===== config.mk =====
export PLATFORM = sky130hd
export DESIGN_NAME = svc_axi_burst_merge_b
export DESIGN_NICKNAME = d
export VERILOG_FILES = /design/src/rtl/svc_axi_burst_merge_b.sv
export SDC_FILE = /design/constraint.sdc
export NUM_CORES = 1
export LEC_CHECK = 0
export BUFFER_PORTS_ARGS = -buffer_cell sky130_fd_sc_hd__buf_2
export CORE_MARGIN = 2
export CORE_UTILIZATION = 45
export DETAILED_ROUTE_END_ITERATION = 10
export PLACE_DENSITY = 0.71
export SYNTH_ARGS = -nofsm -noshare
export SYNTH_HDL_FRONTEND = slang
export SYNTH_SLANG_ARGS = --single-unit

===== constraint.sdc =====
create_clock -name clk -period 4.18 [get_ports clk]
set_clock_uncertainty 0.1 [all_clocks]
set_input_delay 0.418 -clock clk [delete_from_list [all_inputs] [get_ports clk]]
set_output_delay 0.418 -clock clk [all_outputs]
set_load 0.02 [all_outputs]

===== src/rtl/svc_axi_burst_merge_b.sv =====
// rtl/svc_axi_burst_merge_b.sv - merges per-beat B responses back into one B per original AW burst
// Burst boundaries come from a FIFO of t_last flags captured on the iterator's issue tap.
module svc_axi_burst_merge_b #(
  parameter int AXI_ID_WIDTH = 4,
  parameter int DEPTH        = 16
) (
  input  logic                    clk,
  input  logic                    rst,
  input  logic                    t_valid,
  input  logic [AXI_ID_WIDTH-1:0] t_id,
  input  logic                    t_last,
  output logic                    t_ready,
  input  logic                    s_bvalid,
  input  logic [AXI_ID_WIDTH-1:0] s_bid,
  input  logic [1:0]              s_bresp,
  output logic                    s_bready,
  output logic                    m_bvalid,
  output logic [AXI_ID_WIDTH-1:0] m_bid,
  output logic [1:0]              m_bresp,
  input  logic                    m_bready
);

  localparam int PW = $clog2(DEPTH);
  localparam int CW = PW + 1;
  localparam logic [CW-1:0] FULL_COUNT = CW'(DEPTH);

  logic [DEPTH-1:0] last_q;
  logic [PW-1:0]    wr_ptr;
  logic [PW-1:0]    rd_ptr;
  logic [CW-1:0]    count;
  logic [1:0]       acc;

  logic       push;
  logic       pop;
  logic       head_last;
  logic [1:0] merged;

  // Responses come back in issue order, so the tap id only matters upstream.
  logic unused_tap_id;
  assign unused_tap_id = ^t_id;

  // Both readies come from registers only; no path from m_bready to s_bready.
  assign t_ready   = (count != FULL_COUNT);
  assign s_bready  = (count != '0) && !m_bvalid;
  assign push      = t_valid && t_ready;
  assign pop       = s_bvalid && s_bready;
  assign head_last = last_q[rd_ptr];
  assign merged    = (s_bresp > acc) ? s_bresp : acc;

  always_ff @(posedge clk) begin
    if (push) begin
      last_q[wr_ptr] <= t_last;
    end
  end

  always_ff @(posedge clk) begin
    if (rst) begin
      wr_ptr <= '0;
      rd_ptr <= '0;
      count  <= '0;
    end else begin
      if (push) begin
        wr_ptr <= wr_ptr + 1'b1;
      end
      if (pop) begin
        rd_ptr <= rd_ptr + 1'b1;
      end
      if (push && !pop) begin
        count <= count + 1'b1;
      end else if (pop && !push) begin
        count <= count - 1'b1;
      end
    end
  end

  // A pop can only happen with m_bvalid low, so set and clear never collide.
  always_ff @(posedge clk) begin
    if (rst) begin
      acc      <= 2'b00;
      m_bvalid <= 1'b0;
      m_bid    <= '0;
      m_bresp  <= 2'b00;
    end else begin
      if (m_bvalid && m_bready) begin
        m_bvalid <= 1'b0;
      end
      if (pop) begin
        if (head_last) begin
          m_bvalid <= 1'b1;
          m_bid    <= s_bid;
          m_bresp  <= merged;
          acc      <= 2'b00;
        end else begin
          acc <= merged;
        end
      end
    end
  end

endmodule


==> results.sh <==
export IMPL_outcome="finished clean"
export IMPL_power_leakage_nw=0.894
export IMPL_place_inst=258
export IMPL_setup_violations=0
export IMPL_synthCells=194
export IMPL_seq_area_frac_synth_pct=46.8
export IMPL_fp_row_count=24
export IMPL_path_clk_slew_ns=0.07
export IMPL_power_frac_clock_pct=18.6
export IMPL_cpLargestDelayFamily="simple AND/OR/NAND/NOR gates"
export IMPL_syn_nets=224
export IMPL_swShare_pct=37.5
export IMPL_crit_slowest_cell="nor4_4"
export IMPL_core_area_sq_um=4290
export IMPL_drive_gt1_share_pct=15.9
export IMPL_crit_top_cell="ha_1"
export IMPL_die_area_sq_um=4920
export IMPL_busiest_layer="met2"
export IMPL_worst_slack_ns=1.11
export IMPL_async_flop_share_pct=0
export IMPL_slew_headroom_pct=59.6
export IMPL_hold_viol=0
export IMPL_area_delta_synth_final_pct=10.2
export IMPL_dr_pass1_iters=4
export IMPL_drt_total_wl_um=3170
export IMPL_ys_seq_elements=38
export IMPL_p_comb_share_pct=40.9
export IMPL_cts_resized_gates=0
export IMPL_switchingPower_mw=0.478
export IMPL_cp_cell_sequence="nor4_4, a21boi_4, inv_4, ha_1, inv_1, ha_1, nor2b_1, o21a_1, or3_1, a21oi_1, mux2_2"
export IMPL_crit_fanout=7
export IMPL_cts_buffer_depth=2
export IMPL_syn_avg_cell_area_sq_um=10.1
export IMPL_clock_sinks=38
export IMPL_vias_per_cell=5.02
export IMPL_min_period_ns=3.07
export IMPL_die_w_um=70.1
export IMPL_tns_ns=0
export IMPL_end_kind="register"
export IMPL_power_density_nw_per_um2=588
export IMPL_yosys_top_cells_area="edfxtp_1 (24%), dfxtp_1 (22%), ha_1 (8.3%)"
export IMPL_hold_class="input port to register"
export IMPL_met1_usage_pct=17.1
export IMPL_cts_made_buffers=5
export IMPL_met2_usage_pct=24.2
export IMPL_h_tree_depth=2
export IMPL_dp_hpwl_um=2270
export IMPL_antenna_found_initial=0
export IMPL_synth_top_area_share_pct=24.4
export IMPL_max_stage_delay_ns=0.48
export IMPL_final_nets=243
export IMPL_fmax_mhz=326
export IMPL_place_congestion=0.761
export IMPL_rsz0062_at_grt="no"
export IMPL_cts_tree="built"
export IMPL_drv_slew=0
export IMPL_synth_cell_types=35
export IMPL_start_util_pct=45.8
export IMPL_fin_util_pct=50.5
export IMPL_clockRootBuffer="clkbuf_8"
export IMPL_grt_overflow_total=0
export IMPL_ys_warn_count=0
export IMPL_crit_arrival_ns=3.15
export IMPL_grt_max_degree=30
export IMPL_maxCapViolCount=0
export IMPL_ir_worst_vdd_v=0.000287
export IMPL_synth_area_sq_um=1970
export IMPL_port_buffer_count=20
export IMPL_wl_per_cell_um=11.9
export IMPL_grt_use_met3_pct=3.61
export IMPL_clock_latency_ns=0.29
export IMPL_synth_flop_cell="dfxtp_1"
export IMPL_num_vias=1336
export IMPL_finalHoldWorstSlack_ns=0.279
export IMPL_pre_cts_slack_ns=1.12
export IMPL_grt_pass1_wl_um=5550
export IMPL_p_seq_share_pct=40.5
export IMPL_ant_nets=0
export IMPL_drc_errors=0
export IMPL_critical_path_class="register to register"
export IMPL_crit_buf_inv=2
export IMPL_diodes=0
export IMPL_dieHeight_um=70.1
export IMPL_io_pins=25
export IMPL_first_global_vias=1290
export IMPL_synth_top_area_cell="edfxtp_1"
export IMPL_worstSetupStartpointType="register"
export IMPL_period_share_pct=73.4
export IMPL_synth_edf_count=16
export IMPL_tightest_slew_ns=0.606
export IMPL_holdBufCountCts=0
export IMPL_grtUsageTotal_pct=14.4
export IMPL_postCtsSetupBuffers=0
export IMPL_finalNonFillerCells=266
export IMPL_drtIter0Drc=52
export IMPL_internal_power_mw=0.797
export IMPL_required_ns=4.26
## Yosys cell counts, types with 5 or more instances
cell,number
a21oi_1,9
clkbuf_1,5
dfxtp_1,22
edfxtp_1,16
ha_1,13
inv_1,10
mux2i_1,14
nand2_1,15
nand2b_1,11
nor2_1,33
nor2b_1,5
xor2_1,7
## worst reg2reg max path, stage by stage (launching register included)
cell and delay [ns]:
dfxtp_1 0.37, nor4_4 0.48, a21boi_4 0.16, inv_4 0.12, ha_1 0.22, inv_1 0.11, ha_1 0.29, nor2b_1 0.13
o21a_1 0.17, or3_1 0.30, a21oi_1 0.17, mux2_2 0.34
## power groups by stage
stage	logic (mW)	registers, mW	clock network (mW)
finish	0.521	0.516	0.238
floorplan	0.438	0.516	0
global placement	0.518	0.522	0
detailed placement	0.526	0.526	0
CTS	0.530	0.517	0.247
global route	0.597	0.527	0.262
## through the flow
step	power (mW)	instance area, sq um
after floorplan	0.954	1970
after global placement	1.04	2090
after detailed placement	1.05	2090
after CTS	1.29	2170
after global routing	1.39	2170
final	1.28	2170
## final timing paths
path / startpoint / endpoint / slack [ns] / cells after the start
worst max-delay path: count[0]$_SDFFE_PP0P_ / count[4]$_SDFFE_PP0P_ / 1.11 / 11
worst min-delay path: s_bid[2] / m_bid[2]$_SDFFE_PP0P_ / 0.28 / 3
worst max register to register: count[0]$_SDFFE_PP0P_ / count[4]$_SDFFE_PP0P_ / 1.11 / 11
worst min register to register: m_bid[1]$_SDFFE_PP0P_ / m_bid[1]$_SDFFE_PP0P_ / 0.37 / 2
## cell usage in the layout, fill, tap and decap left out, drive strengths merged, types with 3 or more instances in the layout
cell    Yosys  routed
dfxtp      22      22
nor2b       5       5
mux2i      14      14
ha         13      13
edfxtp     16      16
buf         3      20
nand2      15      15
a21oi       9       9
nor2       33      33
nand4       3       3
xor2        7       7
clkbuf      5       6
nand2b     11      11
inv        11      11
nor3        4       4
mux2        3       3
## cell families (layout without fill, tap and decap cells)
kind of cell,Yosys count,count (layout),share of synthesized area (%)
muxes,17,17,9.22
and+or+nand+nor,78,78,19.6
xor gates and xnor gates,9,9,4.01
adders and majority gates,14,14,9.29
AOI/OAI and AO/OA,19,19,6.55
buffers and inverters,19,39,4.52
DFF,38,38,46.8
## per-layer routing
layer | routed length (um) | vias up
met5 | 0 | -
met4 | 72 | 0
met3 | 80 | 8
met2 | 1530 | 10
met1 | 1480 | 627
li1 | - | 691
## flip-flops by register name, indices dropped and copies added (netlist names)
name / flops
count: 5
rd_ptr: 4
wr_ptr: 4
m_bid: 4
last_q: 16
m_bresp: 2
m_bvalid: 1
acc: 2
## cell type report
type	instances	area (sq um)
Tap cell	52	65.1
Clock buffer	6	72.6
Timing Repair Buffer	20	100
Clock inverter	2	8.76
Fill cell	406	2130
Inverter	11	43.8
Multi-Input combinational cell	137	957
Sequential cell	38	921
No activity file was read; power rests on OpenSTA's default activity.
